## config.mk

```make
export PLATFORM = sky130hd
export DESIGN_NAME = mem_io_bridge
export DESIGN_NICKNAME = d
export VERILOG_FILES = /design/src/rtl/mem_io_bridge.sv
export SDC_FILE = /design/constraint.sdc
export NUM_CORES = 1
export LEC_CHECK = 0
export CAP_MARGIN = 20
export CORE_UTILIZATION = 57
export DETAILED_ROUTE_END_ITERATION = 16
export HOLD_SLACK_MARGIN = 0.03
export PLACE_DENSITY = 0.86
export SLEW_MARGIN = 20
export SYNTH_ARGS = -nofsm -noshare
export SYNTH_HDL_FRONTEND = slang
export SYNTH_SLANG_ARGS = --single-unit
export TNS_END_PERCENT = 10
```

## constraint.sdc

```tcl
create_clock -name clk_in -period 6.1 [get_ports clk_in]
set_input_delay 0.915 -clock clk_in [delete_from_list [all_inputs] [get_ports clk_in]]
set_output_delay 0.915 -clock clk_in [all_outputs]
set_load 0.02 [all_outputs]
```

## src/rtl/mem_io_bridge.sv

```systemverilog
// Byte-bus bridge between the CPU and block RAM / memory-mapped UART, cycle counter and halt latch.
// Optional MEM_IO_CLK_SNAPSHOT_EN: a read of 0x30004 latches the whole counter so 4-byte reads are coherent.
module mem_io_bridge #(
    parameter int RAM_ADDR_WIDTH = 17,
    parameter int TX_DEPTH_LOG   = 3,
    parameter int FULL_MARGIN    = 2
) (
    input  logic                      clk_in,
    input  logic                      rst_in,
    input  logic                      rdy_in,
    input  logic [31:0]               mem_a,
    input  logic [7:0]                mem_dout,
    input  logic                      mem_wr,
    output logic [7:0]                mem_din,
    output logic                      io_buffer_full,
    output logic [RAM_ADDR_WIDTH-1:0] ram_a,
    output logic [7:0]                ram_dout,
    output logic                      ram_we,
    input  logic [7:0]                ram_din,
    output logic [7:0]                tx_data,
    output logic                      tx_valid,
    input  logic                      tx_ready,
    input  logic [7:0]                rx_data,
    input  logic                      rx_valid,
    output logic                      rx_pop,
    output logic                      halted
);
    localparam int TX_DEPTH = 1 << TX_DEPTH_LOG;
    localparam logic [TX_DEPTH_LOG:0] DEPTH_C  = (TX_DEPTH_LOG + 1)'(TX_DEPTH);
    localparam logic [TX_DEPTH_LOG:0] MARGIN_C = (TX_DEPTH_LOG + 1)'(FULL_MARGIN);

    typedef enum logic [1:0] {SEL_ZERO, SEL_RAM, SEL_RX, SEL_CNT} rd_sel_e;

    rd_sel_e                   rd_sel_q, rd_sel_d;
    logic [7:0]                rx_byte_q, rx_byte_d;
    logic [7:0]                cnt_byte_q, cnt_byte_d;
    logic [31:0]               counter_q, counter_d;
    logic                      halted_q, halted_d;
    logic [TX_DEPTH_LOG-1:0]   wr_ptr_q, wr_ptr_d;
    logic [TX_DEPTH_LOG-1:0]   rd_ptr_q, rd_ptr_d;
    logic [TX_DEPTH_LOG:0]     count_q, count_d;
    logic                      full_q, full_d;
    logic [7:0]                tx_mem [TX_DEPTH];

    logic       io_acc, io_rx_addr, io_cnt_addr, io_ctrl_addr;
    logic       wr_cmd, push_req, push_ok, tx_pop;
    logic [7:0] push_byte;
    logic [7:0] cnt_read_byte;
    logic [7:0] live_bytes [4];
    logic       unused_addr_bits;

    assign unused_addr_bits = ^mem_a[31:18];

    assign io_acc       = (mem_a[17:16] == 2'b11);
    assign io_rx_addr   = io_acc && (mem_a[15:0] == 16'h0000);
    assign io_cnt_addr  = io_acc && (mem_a[15:2] == 14'h0001);
    assign io_ctrl_addr = io_acc && (mem_a[15:0] == 16'h0004);

    assign ram_a    = mem_a[RAM_ADDR_WIDTH-1:0];
    assign ram_dout = mem_dout;
    assign ram_we   = rdy_in && mem_wr && !io_acc;
    assign rx_pop   = rdy_in && !mem_wr && io_rx_addr && rx_valid;

`ifdef MEM_IO_CLK_SNAPSHOT_EN
    logic [31:0] snap_q, snap_d;
    logic [7:0]  snap_bytes [4];
`endif

    for (genvar gi = 0; gi < 4; gi++) begin : g_cnt_lane
        assign live_bytes[gi] = counter_q[8*gi +: 8];
`ifdef MEM_IO_CLK_SNAPSHOT_EN
        assign snap_bytes[gi] = snap_q[8*gi +: 8];
`endif
    end

`ifdef MEM_IO_CLK_SNAPSHOT_EN
    // Byte 0 comes live while the same read loads the snapshot for bytes 1..3.
    assign cnt_read_byte = (mem_a[1:0] == 2'b00) ? live_bytes[0] : snap_bytes[mem_a[1:0]];
    assign snap_d        = (rdy_in && !mem_wr && io_ctrl_addr) ? counter_q : snap_q;

    always_ff @(posedge clk_in or negedge rst_in) begin
        if (!rst_in) begin
            snap_q <= 32'h0;
        end else begin
            snap_q <= snap_d;
        end
    end
`else
    assign cnt_read_byte = live_bytes[mem_a[1:0]];
`endif

    assign tx_valid       = (count_q != '0);
    assign tx_data        = tx_mem[rd_ptr_q];
    assign tx_pop         = tx_valid && tx_ready;
    assign io_buffer_full = full_q;
    assign halted         = halted_q;

    assign wr_cmd    = rdy_in && mem_wr && io_acc && !halted_q;
    assign push_req  = wr_cmd && ((io_rx_addr && (mem_dout != 8'h00)) || io_ctrl_addr);
    assign push_byte = io_ctrl_addr ? 8'h00 : mem_dout;
    // A full FIFO still accepts a push when its head leaves in the same cycle.
    assign push_ok   = push_req && ((count_q != DEPTH_C) || tx_pop);

    always_comb begin
        rd_sel_d   = SEL_ZERO;
        rx_byte_d  = rx_byte_q;
        cnt_byte_d = cnt_byte_q;
        if (!mem_wr) begin
            if (!io_acc) begin
                rd_sel_d = SEL_RAM;
            end else if (io_rx_addr) begin
                rd_sel_d  = SEL_RX;
                rx_byte_d = rx_valid ? rx_data : 8'h00;
            end else if (io_cnt_addr) begin
                rd_sel_d   = SEL_CNT;
                cnt_byte_d = cnt_read_byte;
            end
        end
    end

    always_comb begin
        counter_d = halted_q ? counter_q : counter_q + 32'd1;
        halted_d  = halted_q || (wr_cmd && io_ctrl_addr);
        wr_ptr_d  = push_ok ? wr_ptr_q + 1'b1 : wr_ptr_q;
        rd_ptr_d  = tx_pop ? rd_ptr_q + 1'b1 : rd_ptr_q;
        count_d   = count_q;
        if (push_ok && !tx_pop) begin
            count_d = count_q + 1'b1;
        end else if (!push_ok && tx_pop) begin
            count_d = count_q - 1'b1;
        end
        full_d = ((DEPTH_C - count_d) <= MARGIN_C);
    end

    always_comb begin
        case (rd_sel_q)
            SEL_RAM: mem_din = ram_din;
            SEL_RX:  mem_din = rx_byte_q;
            SEL_CNT: mem_din = cnt_byte_q;
            default: mem_din = 8'h00;
        endcase
    end

    always_ff @(posedge clk_in or negedge rst_in) begin
        if (!rst_in) begin
            rd_sel_q   <= SEL_ZERO;
            rx_byte_q  <= 8'h00;
            cnt_byte_q <= 8'h00;
            counter_q  <= 32'h0;
            halted_q   <= 1'b0;
            wr_ptr_q   <= '0;
            rd_ptr_q   <= '0;
            count_q    <= '0;
            full_q     <= 1'b0;
        end else begin
            rd_sel_q   <= rd_sel_d;
            rx_byte_q  <= rx_byte_d;
            cnt_byte_q <= cnt_byte_d;
            counter_q  <= counter_d;
            halted_q   <= halted_d;
            wr_ptr_q   <= wr_ptr_d;
            rd_ptr_q   <= rd_ptr_d;
            count_q    <= count_d;
            full_q     <= full_d;
        end
    end

    // Storage needs no reset: the pointers alone define which entries are live.
    always_ff @(posedge clk_in) begin
        if (push_ok) begin
            tx_mem[wr_ptr_q] <= push_byte;
        end
    end
endmodule

```

Yosys cells after proc, flatten, opt, wreduce, memory -nomap -nowiden
Memory sizes are Yosys's and may differ from the RTL's.
Index checks and enable logic that the tools add are counted.
{"block": "classes", "bitwise": 3, "n_lt_le_gt_ge": 2, "muxes": 14, "reduce_logical": 30, "addsub": 6, "n_eq_ne": 7}
{"op": "32-bit by 1-bit adder with 32-bit output, second input constant", "count": 1}
{"op": "8-bit two-way mux", "count": 4}
{"op": "8-bit one-hot mux with 3 select lines", "count": 1}
{"op": "1-bit logical AND", "count": 17}
{"op": "8-bit binary-select mux with 2-bit select", "count": 1}
{"op": "16-bit by 3-bit == test with 1-bit output, second input constant", "count": 1}
{"op": "16-bit logical NOT", "count": 1}
{"op": "14-bit by 1-bit == test with 1-bit output, second input constant", "count": 1}
{"op": "2-bit two-way mux", "count": 4}
{"op": "4-bit two-way mux", "count": 2}
{"op": "8-bit nonzero test", "count": 1}
{"op": "3-bit by 1-bit adder with 3-bit output, second input constant", "count": 2}
{"op": "2-bit == test, second input constant", "count": 3}
{"op": "1-bit logical NOT", "count": 5}
{"op": "4-bit by 1-bit adder with 4-bit output, second input constant", "count": 1}
{"op": "4-bit by 2-bit <= comparator with 1-bit output, second input constant", "count": 1}
{"op": "4-bit != test, second input constant", "count": 1}
{"op": "4-bit AND reduction", "count": 1}
{"op": "4-bit nonzero test", "count": 1}
{"op": "4-bit by 1-bit subtractor with 4-bit output, second input constant", "count": 1}
{"op": "4-bit subtractor, first input constant", "count": 1}
{"op": "3-bit >= comparator, second input constant", "count": 1}
{"op": "1-bit logical OR", "count": 3}
{"op": "2-bit NOT with 3-bit output", "count": 1}
{"op": "4 further kinds", "count": 6}
{"block": "totals", "wordCells": 72, "output_inout_bits": 46, "ff_bits": 62, "inputBits": 62, "n_memories": 1, "ramBits": 64}
{"memory": "tx_mem", "words": 8, "width": 8, "rd": 1, "rd_ports_with_merged_regs": 0, "write_ports": 1, "line": "43", "text": "logic [7:0] tx_mem [TX_DEPTH];"}

Longest topological paths before layout
{"block": "depth", "depth_word": 12, "mapped_depth": 13, "mapped_depth_nobuf": 11}

Worst setup path after synthesis
Ideal clock, no wire load.
{"block": "synth_timing", "path_kind": "input -> output", "from": "in mem_a[1]", "to": "out rx_pop", "t_required_ns": 5.185, "slack_ns": 2.961, "n_path_buf": 2, "arrival_time_ns": 2.224, "path_stages": 5, "cell_sequence": "buf_1 -> nor2_1 -> nand3_1 -> clkbuf_1 -> nor2_1"}
{"block": "synth_between", "elab_chain_cells": 4}
{"item": "from (decl)", "line": "11", "text": "input logic [31:0] mem_a,"}
{"item": "16-bit logical NOT", "line": "55", "text": "assign io_rx_addr = io_acc && (mem_a[15:0] == 16'h0000);"}
{"item": "1-bit logical AND", "line": "55"}
{"item": "1-bit logical AND (2 in a row)", "line": "62", "text": "assign rx_pop = rdy_in && !mem_wr && io_rx_addr && rx_valid;"}
{"item": "to (decl)", "line": "25", "text": "output logic rx_pop,"}
Every way passes these cells.

Worst setup path in the final report
{"block": "layout_timing", "from": "in mem_a[0]", "to": "out rx_pop"}
Same word-level chain as after synthesis.

==> run metrics <==
Critical R2R Capture io_buffer_full$_DFF_PN0_; met2 demand-to-capacity share in global routing 0.454; static power due to leakage between 2 and 3 nW; type of the worst min-delay path reg2reg; cell area power density 361 nW/um2; drt drc 0; vias per cell roughly 5.8; r2r setup slk between 3000 and 4000 ps; Gates resized, CTS repair 0; critical path fanouts, max 18; worst path arrival time approximately 3600 ps; hold path startpoint counter_q[31]$_DFFE_PN0N_; GRT busiest layer met2; worst endpoint required time about 5200 ps; buffer type at the clock tree root sky130_fd_sc_hd__clkbuf_8; launch instance of the worst register-to-register path count_q[0]$_DFF_PN0_; unrepaired setup endpoints after global routing false; clock tree skew after final layout about 7.3 ps; Placement Rows 37; WL per Instance between 15 and 20 um; net count of the mapped netlist just over 500; H-Tree Depth 4; reg2reg path depth 11; max-cap violation count 0; net total in the final layout 583; post-synthesis cell count between 400 and 500; layout-stage area growth over the synthesis result 24.4%; final worst path period need around 4500 ps; number of clock sinks seen by CTS between 100 and 150; total routing resource utilization after global routing 0.258; summed instance area of the synthesized netlist approximately 6000 um2; CTS tree done; DR pass1 iterations 5; met1 track utilization from global routing 0.308; post-CTS repair timing setup buffer count 0; placed cell areas 6870 um2; Yosys warning count 0; worst IR drop on VDD 0.000230 V; startpoint type of the worst setup path input pin; outcome complete, no violations; share of the cycle needed by the critical path after routing 0.743; actual transition at the worst max-transition pin 955 ps; area of the die 11,000 um2; final critical-path setup slack 1570 ps; Slew headroom 0.361; synth cell count leaders 64 x sky130_fd_sc_hd__edfxtp_1, 62 x sky130_fd_sc_hd__dfrtp_1, 40 x sky130_fd_sc_hd__nand2_1, 28 x sky130_fd_sc_hd__xnor2_1; number of synthesized register bits roughly 130; cells taking the most area after synthesis sky130_fd_sc_hd__edfxtp_1 32%, sky130_fd_sc_hd__dfrtp_1 26%, sky130_fd_sc_hd__mux4_2 9.0%; routed via count 3,837; Core Box Area roughly 10,000 um2; setup TNS 0 ps; DRT antenna net count 0; vias in the first global route between 4,000 and 5,000; number of port buffers 93; final instance area 7470 um2; met3 capacity usage during global routing 0.0499; dominant register cell in the synthesized netlist sky130_fd_sc_hd__edfxtp_1; endpoints failing hold 0; leftover overflow at the end of global routing 0; Reg clk slew, reported paths ~60 ps; I/O pin total ~110; number of slew-limit violations in the final report 0; Endpoint, Worst Hold counter_q[31]$_DFFE_PN0N_; Hold Path Cell Cnt 1; dominant cell type by area after synthesis sky130_fd_sc_hd__edfxtp_1; Setup-failing EPs final 0; number of antenna violations at the first check in global routing 0; share of flip-flops with an asynchronous set or reset 0.492; kind of end point of the critical path output port; portion of synthesized cell area occupied by the leading cell type 0.320; type of the worst setup path in2out; part of the Yosys area used for sequential elements 0.578; count of flip-flops with a built-in enable after synthesis 64; DRC marker count from the first detailed-route iteration 277; half-perimeter wire length after placement approximately 8700 um; cts-stage hold buffer count 0; die width approximately 100 um; die extent in y approximately 100 um; pre-CTS setup slack approximately 1500 ps; global placer's final weighted congestion 0.868; antenna diode count 0; total wire length after detailed routing between 10,000 and 15,000 um; largest net degree at the start of global routing 63; Avg Inst Size Synth 13.7 um2; Synth cell types 50; global-route wire length before repair approximately 21,000 um; clock network latency to the later pin of the worst-skew pair 520 ps; Initial Utilization 0.584; most frequent cell after synthesis sky130_fd_sc_hd__edfxtp_1; fraction of layout instances using a drive strength above 1 0.184; fmax 221 MHz; maximum number of buffers from clock root to sink 2; clock buffers created by TritonCTS 17; Finished Core Util 0.727
==> worst max path at each step <==
stage	to	cells after the start	from
global route	rx_pop	5	mem_a[0]
floorplan	rx_pop	5	mem_a[1]
CTS	rx_pop	5	mem_a[0]
global placement	rx_pop	5	mem_a[0]
detailed placement	rx_pop	5	mem_a[0]
finish	rx_pop	5	mem_a[0]
==> critical path: stages <==
cell and delay, ps:
sky130_fd_sc_hd__clkdlybuf4s50_1 700, sky130_fd_sc_hd__nor2_1 590, sky130_fd_sc_hd__nand3_1 550, sky130_fd_sc_hd__nor2_1 230, sky130_fd_sc_hd__clkdlybuf4s50_1 630
==> logic make-up after synthesis <==
group,after synthesis,share of synthesized area
compound gates,42,0.0525
fa+ha+maj,8,0.0162
buf+inv,45,0.0456
flops,126,0.578
mux,51,0.141
simple gates,130,0.112
xor+xnor,37,0.0552
==> cell usage in the layout, fill, tap and decap left out, drive strengths merged, types with 6 or more instances in the layout <==
master,count
a22o,8
and2,8
and3,7
clkbuf,18
clkdlybuf4s50,92
dfrtp,62
edfxtp,64
ha,7
inv,10
mux2,27
mux4,24
nand2,40
nand2b,7
nand3,17
nand4,6
nor2,23
nor3,7
o21ai,12
xnor2,28
xor2,9
==> layer usage <==
metal | part of all wire | wire (um) | up-vias
li1 | - | - | 1757
met1 | 0.39 | 5010 | 1904
met2 | 0.53 | 6790 | 142
met3 | 0.044 | 557 | 34
met4 | 0.029 | 365 | 0
met5 | 0 | 0 | -
==> report_power, final <==
part,switching (mW),total (mW),leakage [nW],internal [mW]
logic,0.283,0.647,1.15,0.364
clock network,0.387,1.02,0.289,0.631
registers,0.108,1.04,1.41,0.927
==> final cells by class <==
class,count,area [um2]
well taps,136,170
repair buffers,96,948
flip-flops and latches,126,3470
inverters,5,18.8
clock buffers,18,418
clock inverters,14,183
fillers,650,2810
multi-input cells,268,2260
==> per-stage QoR <==
step           instances  power, mW  hold WS, ps
2_1_floorplan        439       1.48          440
6_report             663       2.70          470
5_1_grt              663       2.81          495
3_3_place_gp         631       1.68          460
3_5_place_dp         631       1.70          464
4_1_cts              663       2.72          474
==> sequential cells by signal (all words and copies together) (netlist names), 2 cells and up <==
register and count:
cnt_byte_q 8, counter_q 32, rx_byte_q 8, wr_ptr_q 3, tx_mem 64, count_q 4, rd_ptr_q 3, rd_sel_q 2
Power figures use the tool's default switching activity.
